$ cat src/rtl/core_seq_ctrl.sv
// core_seq_ctrl: multi-cycle instruction sequencer for the single-issue NPC core.
// It walks each instruction through FETCH, DECODE, optional MEM and COMMIT.
// It drives the IFU/LSU request levels and the PC-register write-enable pulses.
// It halts on ebreak and keeps cycle / retired-instruction counters.
// All outputs are registers (Moore), so no input reaches an output combinationally.
//
// Optional feature: define SEQ_TIMEOUT_EN to add a bus-response timeout.
// When a FETCH or MEM wait reaches TIMEOUT cycles, the sequencer behaves as if
// a faulting response had been received.
module core_seq_ctrl #(
    parameter int TIMEOUT = 255,
    parameter int CNT_W   = 32
) (
    input  logic             i_clk,
    input  logic             i_rst,
    input  logic             i_ifu_rvalid,
    input  logic             i_ifu_fault,
    input  logic             i_mem_op,
    input  logic             i_ebreak,
    input  logic             i_lsu_rvalid,
    input  logic             i_lsu_fault,
    output logic             o_ifu_req,
    output logic             o_idu_valid,
    output logic             o_lsu_req,
    output logic             o_wb_en,
    output logic             o_commit,
    output logic             o_fault,
    output logic             o_halted,
    output logic [CNT_W-1:0] o_cycle_cnt,
    output logic [CNT_W-1:0] o_instret
);

    typedef enum logic [5:0] {
        S_IDLE   = 6'b000001,
        S_FETCH  = 6'b000010,
        S_DECODE = 6'b000100,
        S_MEM    = 6'b001000,
        S_COMMIT = 6'b010000,
        S_HALT   = 6'b100000
    } state_t;

    state_t state;
    logic   fault_f;

    // Effective response strobes: a real rvalid, or a timeout expiry when enabled.
    logic ifu_done;
    logic ifu_flt;
    logic lsu_done;
    logic lsu_flt;

`ifdef SEQ_TIMEOUT_EN
    localparam int                WAIT_W    = 16;
    localparam logic [WAIT_W-1:0] WAIT_LAST = WAIT_W'(TIMEOUT - 1);

    logic [WAIT_W-1:0] wait_cnt;
    logic              expire;

    // The wait expires on the TIMEOUT-th cycle without a response.
    // A real rvalid in that same cycle takes priority and keeps its own fault flag.
    always_comb begin
        expire   = (wait_cnt == WAIT_LAST);
        ifu_done = i_ifu_rvalid | expire;
        ifu_flt  = i_ifu_rvalid ? i_ifu_fault : 1'b1;
        lsu_done = i_lsu_rvalid | expire;
        lsu_flt  = i_lsu_rvalid ? i_lsu_fault : 1'b1;
    end

    // Count consecutive unanswered request cycles.
    // The count is zero whenever no wait is in progress, so every FETCH/MEM entry starts at zero.
    always_ff @(posedge i_clk) begin
        if (i_rst) begin
            wait_cnt <= '0;
        end else if ((state == S_FETCH && !ifu_done) || (state == S_MEM && !lsu_done)) begin
            wait_cnt <= wait_cnt + WAIT_W'(1);
        end else begin
            wait_cnt <= '0;
        end
    end
`else
    // Without the timeout, FETCH and MEM wait for a real response indefinitely.
    always_comb begin
        ifu_done = i_ifu_rvalid;
        ifu_flt  = i_ifu_fault;
        lsu_done = i_lsu_rvalid;
        lsu_flt  = i_lsu_fault;
    end
`endif

    // Sequencer FSM: each output is set on the transition into the state that owns it.
    // This keeps every output a plain flop.
    always_ff @(posedge i_clk) begin
        // NOTE: all state here is updated with non-blocking assignments so every
        // flop samples the pre-edge values; blocking here would chain the updates.
        if (i_rst) begin
            state       <= S_IDLE;
            fault_f     <= 1'b0;
            o_ifu_req   <= 1'b0;
            o_idu_valid <= 1'b0;
            o_lsu_req   <= 1'b0;
            o_wb_en     <= 1'b0;
            o_commit    <= 1'b0;
            o_fault     <= 1'b0;
            o_halted    <= 1'b0;
            o_cycle_cnt <= '0;
            o_instret   <= '0;
        end else begin
            // Pulses default low; only the transition into DECODE/COMMIT raises them.
            o_idu_valid <= 1'b0;
            o_wb_en     <= 1'b0;
            o_commit    <= 1'b0;
            o_fault     <= 1'b0;

            if (state inside {S_FETCH, S_DECODE, S_MEM, S_COMMIT}) begin
                o_cycle_cnt <= o_cycle_cnt + CNT_W'(1);
            end

            case (state)
                S_IDLE: begin
                    state     <= S_FETCH;
                    o_ifu_req <= 1'b1;
                end
                S_FETCH: begin
                    if (ifu_done) begin
                        state       <= S_DECODE;
                        fault_f     <= ifu_flt;
                        o_ifu_req   <= 1'b0;
                        o_idu_valid <= 1'b1;
                    end
                end
                S_DECODE: begin
                    // Fetch fault outranks ebreak, which outranks a memory op.
                    if (fault_f) begin
                        state    <= S_COMMIT;
                        o_commit <= 1'b1;
                        o_fault  <= 1'b1;
                    end else if (i_ebreak) begin
                        state    <= S_HALT;
                        o_halted <= 1'b1;
                    end else if (i_mem_op) begin
                        state     <= S_MEM;
                        o_lsu_req <= 1'b1;
                    end else begin
                        state    <= S_COMMIT;
                        o_commit <= 1'b1;
                        o_wb_en  <= 1'b1;
                    end
                end
                S_MEM: begin
                    if (lsu_done) begin
                        state     <= S_COMMIT;
                        fault_f   <= lsu_flt;
                        o_lsu_req <= 1'b0;
                        o_commit  <= 1'b1;
                        o_wb_en   <= !lsu_flt;
                        o_fault   <= lsu_flt;
                    end
                end
                S_COMMIT: begin
                    state     <= S_FETCH;
                    fault_f   <= 1'b0;
                    o_ifu_req <= 1'b1;
                    o_instret <= o_instret + CNT_W'(1);
                end
                S_HALT: begin
                    state <= S_HALT;
                end
                default: begin
                    state     <= S_IDLE;
                    fault_f   <= 1'b0;
                    o_ifu_req <= 1'b0;
                    o_lsu_req <= 1'b0;
                    o_halted  <= 1'b0;
                end
            endcase
        end
    end

endmodule
$ cat config.mk
export PLATFORM = sky130hd
export DESIGN_NAME = core_seq_ctrl
export DESIGN_NICKNAME = d
export VERILOG_FILES = /design/src/rtl/core_seq_ctrl.sv
export SDC_FILE = /design/constraint.sdc
export NUM_CORES = 1
export LEC_CHECK = 0
export CAP_MARGIN = 20
export CORE_ASPECT_RATIO = 1.25
export CORE_MARGIN = 8
export CORE_UTILIZATION = 54
export CTS_BUF_LIST = sky130_fd_sc_hd__clkbuf_8
export CTS_CLUSTER_SIZE = 14
export DETAILED_ROUTE_END_ITERATION = 16
export PLACE_DENSITY_LB_ADDON = 0.15
export SLEW_MARGIN = 20
export SYNTH_ARGS = -nofsm -noshare
export SYNTH_HDL_FRONTEND = slang
export SYNTH_SLANG_ARGS = --single-unit
$ cat constraint.sdc
create_clock -name i_clk -period 2.8 [get_ports i_clk]
set_input_delay 0.42 -clock i_clk [delete_from_list [all_inputs] [get_ports i_clk]]
set_output_delay 0.42 -clock i_clk [all_outputs]
set_load 0.01 [all_outputs]
# Word level (Yosys, flattened, before mapping)
# Cells that the tools add are included.
# totals
reg_bits	78
in_bits	8
out_inout_bits	71
# op_classes
n_addsub	2
n_eq_ne	12
mux	31
bitwise	5
reduce_logical	13
# op_table
operator	n
adder 32 x 1 -> 32 bit, second input constant	2
one-hot mux 6 bit (5 select lines)	1
two-way mux 6 bit	4
two-way mux 1 bit	18
inequality test 2 bit, second input constant	6
one-hot mux 1 bit (3 select lines)	3
one-hot mux 1 bit (2 select lines)	4
== test 6 x 1 -> 1 bit, second input constant	1
== test 6 x 2 -> 1 bit, second input constant	1
== test 6 x 3 -> 1 bit, second input constant	1
== test 6 x 4 -> 1 bit, second input constant	1
== test 6 x 5 -> 1 bit, second input constant	1
== test 6 bit, second input constant	1
AND reduction 3 bit	2
OR reduction 3 bit	2
two-way mux 5 bit	1
NOT 1 bit	5
AND reduction 5 bit	1
OR reduction 5 bit	1
AND reduction 2 bit	2
nonzero test 4 bit	1
OR reduction 2 bit	2
OR reduction 4 bit	1
logical NOT 1 bit	1

# Longest topological paths before layout
# logic_depth
ltp_word	4
ltp_mapped	7
ltp_nobuf	5

# Least setup slack after synthesis
# No wires, ideal clock.
# synth_path
path_kind	register to register
from	register state[1]
to	register o_instret[31]
setup_ps	123
arrival_ps	2166
t_required_ps	2677
slack_ps	511
path_stages_with_launch	7
n_path_buf	2
path_cell_list	dfxtp_1 -> buf_6 -> or4b_4 -> or4_4 -> buf_6 -> nor4_4 -> mux2_1
# synth_via
elab_chain_cells	1
# synth_lines
item	line_no	source
start, declared	42	state_t state;
start signal, assigned	95	state <= S_IDLE;
start signal, assigned	119	state <= S_FETCH;
start signal, assigned	124	state <= S_DECODE;
== test 6 x 5 -> 1 bit	117	case (state)
end signal, assigned	162	o_instret <= o_instret + CNT_W'(1);
end, declared	30	output logic [CNT_W-1:0] o_instret
# No other way between the ends.
# A chain may end at the register's enable or synchronous reset.

# Worst setup path in the final report
# layout_path
from	register state[4]
to	register o_instret[31]
# The elaborated chain is that of the path after synthesis.

==> results.json <==
{
  "ys_ff_latch": 78,
  "endpoint": "o_instret[31]",
  "critPathMaxFanout": 10,
  "maxCapViolCount": 0,
  "setup-tns-final_ps": 0,
  "syn_to_final_growth_pct": 25.64,
  "drt_wl_total_um": 10720,
  "met1_usage_pct": 23.24,
  "worstHoldPathType": "register to register",
  "numCtsBuffers": 9,
  "fin_crit_ps": 2360,
  "vias": 4051,
  "port_buffers": 78,
  "overflow": 0,
  "hold_viol": 0,
  "setup_viol": 0,
  "skew_ps": 10.49,
  "timing.slew.headroom_pct": 56.22,
  "drive_above_1_share_pct": 9.437,
  "initial_core_util_pct": 55.26,
  "ir_drop_mv": 0.2945,
  "p_total_mw": 2.277,
  "drt-wirelength-per-cell_um": 16.67,
  "critPathLaunchType": "register",
  "cp.arrival_ps": 2600,
  "reg2reg_slack_ps": 440,
  "worstPathRequired_ps": 3040,
  "cts.repair.resized": 0,
  "syn_nets": 494,
  "die_y_um": 113.0,
  "clock-sinks": 78,
  "yosysSeqAreaShare_pct": 38.41,
  "p_leak_nw": 1.666,
  "worst_pin_slew_ps": 651.6,
  "grt_pass1_vias": 3724,
  "grt_use_met2_pct": 33.69,
  "drc_errors": 0,
  "synth_ff_type": "dfxtp_1",
  "grt.busiest_layer": "met2",
  "synth.avg_cell_area_um2": 8.399,
  "cts_tree": "yes",
  "drt-initial-drc-count": 161,
  "core_area_um2": 7357,
  "place_congestion": 0.8365,
  "yosysUniqueCellTypes": 49,
  "slew_violations": 0,
  "antenna_left": 0,
  "via_per_inst": 6.300,
  "reg2reg_to": "o_instret[31]",
  "outcome": "finished clean",
  "fmax_ghz": 0.4237,
  "synth_warnings": 0,
  "grt_pass1_wl_um": 17510,
  "end_kind": "register",
  "design.die.area_um2": 10580,
  "p_per_area_nw_per_um2": 445.8,
  "worstSetupPathType": "register to register",
  "clkTransAtPathRegs_ps": 80,
  "fin_crit_sh_pct": 84.29,
  "synth_cells": 484,
  "grt_antenna_before_repair": 0,
  "rows": 35,
  "drt-pass1-iter-count": 4,
  "nets": 556,
  "track_usage_pct": 19.77,
  "antenna_cells": 0,
  "r2r-start": "state[4]",
  "synth_edf_count": 0,
  "worstRegToRegCells": 4,
  "netlist_area_um2": 4065,
  "grt_max_degree": 39,
  "ios": 79,
  "async_flop_share_pct": 0,
  "holdBufCountCts": 0,
  "cts_root_buffer": "clkbuf_8",
  "grtUsageMet3_pct": 3.377,
  "die_x_um": 93.61,
  "htree_levels": 3,
  "rsz0062_at_grt": "no",
  "clock_path_buffers": 2,
  "clk_latency_ps": 360,
  "cts_setup_buffers": 0,
  "dp_hpwl_um": 7612,
  "crit_path_start": "state[4]"
}
flip-flops by register name, summed over array words and instances (netlist names):
signal,flops
o_cycle_cnt,32
o_instret,32
state,6
fault_f,1
o_commit,1
o_fault,1
o_halted,1
o_idu_valid,1
o_ifu_req,1
o_lsu_req,1
o_wb_en,1
worst min-delay path by stage:
stage              start   endpoint  slack (ps)  cells past startpoint
2_1_floorplan    fault_f    fault_f         480                      2
3_3_place_gp   o_ifu_req  o_ifu_req         470                      2
3_5_place_dp   o_ifu_req  o_ifu_req         460                      2
4_1_cts        o_ifu_req  o_ifu_req         490                      2
5_1_grt        o_ifu_req  o_ifu_req         500                      2
6_report       o_ifu_req  o_ifu_req         490                      2
layout by cell type (no fill, tap or decap), types with 5 or more instances in the layout:
| cell type | count |
|---|---|
| dfxtp_1 | 78 |
| clkdlybuf4s50_1 | 77 |
| a21oi_1 | 41 |
| nor2_1 | 32 |
| nand4_1 | 27 |
| nand2_1 | 23 |
| or4_1 | 23 |
| o21ai_0 | 22 |
| o31ai_1 | 21 |
| nor2b_1 | 19 |
| nor4_1 | 17 |
| nand3_1 | 16 |
| or3_1 | 15 |
| and4_1 | 14 |
| mux2_2 | 14 |
| and3_1 | 10 |
| and2_1 | 10 |
| clkbuf_8 | 10 |
| inv_1 | 9 |
| nor3_1 | 8 |
| buf_4 | 8 |
| xor2_1 | 5 |
area by class of cell:
| cell class | count | area, um2 |
|---|---|---|
| clock inverters | 6 | 85.08 |
| fillers | 627 | 2250 |
| multi-input cells | 362 | 2338 |
| clock buffers | 10 | 137.6 |
| inverters | 9 | 33.78 |
| well taps | 92 | 115.1 |
| repair buffers | 86 | 835.8 |
| flip-flops and latches | 78 | 1562 |
critical path: stages (launching register included):
cell	delay (ps)
dfxtp_1	490
or4b_4	530
or4_4	610
nor4_4	280
mux2_1	340
cells by family after synthesis:
group / count (synthesis) / share of synthesized area (%)
mux: 16 / 4.401
fa+ha+maj: 2 / 0.6155
compound gates: 105 / 15.91
flops: 78 / 38.41
simple gates: 230 / 34.20
buf+inv: 44 / 4.524
xor+xnor: 9 / 1.939
cell usage after synthesis (3+ instances only):
| cell type | count | area, um2 |
|---|---|---|
| a211oi_1 | 4 | 30.03 |
| a21oi_1 | 41 | 205.2 |
| and2_1 | 10 | 62.56 |
| and3_1 | 10 | 62.56 |
| and4_1 | 14 | 122.6 |
| buf_1 | 4 | 15.01 |
| buf_2 | 3 | 15.01 |
| clkbuf_1 | 26 | 97.59 |
| dfxtp_1 | 78 | 1562 |
| inv_1 | 9 | 33.78 |
| mux2_2 | 14 | 157.7 |
| nand2_1 | 23 | 86.33 |
| nand3_1 | 16 | 80.08 |
| nand4_1 | 27 | 168.9 |
| nor2_1 | 32 | 120.1 |
| nor2b_1 | 19 | 118.9 |
| nor3_1 | 8 | 40.04 |
| nor4_1 | 17 | 106.4 |
| nor4b_1 | 3 | 26.28 |
| o21ai_0 | 22 | 110.1 |
| o31ai_1 | 21 | 157.7 |
| o41ai_1 | 4 | 35.03 |
| or2_2 | 3 | 18.77 |
| or3_1 | 15 | 93.84 |
| or4_1 | 23 | 172.7 |
| xnor2_1 | 4 | 35.03 |
| xor2_1 | 5 | 43.79 |
where the power goes:
group | switching (mW) | leakage [nW] | internal [mW]
Combinational | 0.117 | 0.929 | 0.0732
Sequential | 0.0187 | 0.629 | 1.12
Clock | 0.425 | 0.108 | 0.523
Total | 0.560 | 1.67 | 1.72
stage by stage:
stage	instances	worst slack, ps	instance area [um2]	utilization [%]	hold WS (ps)
global placement	627	537.1	4885	66.39	465.6
global route	643	309.6	5107	69.42	502.0
detailed placement	627	469.9	4885	66.39	463.9
finish	643	440.0	5107	69.42	485.4
floorplan	484	511.1	4065	-	482.9
CTS	643	436.6	5107	69.42	485.1
metal layers:
| layer | routed length, um | share of wire [%] |
|---|---|---|
| met1 | 4474 | 42 |
| met2 | 5340 | 50 |
| met5 | 0 | 0 |
| met3 | 636 | 5.9 |
| met4 | 269 | 2.5 |
(Power assumes the default switching activity.)
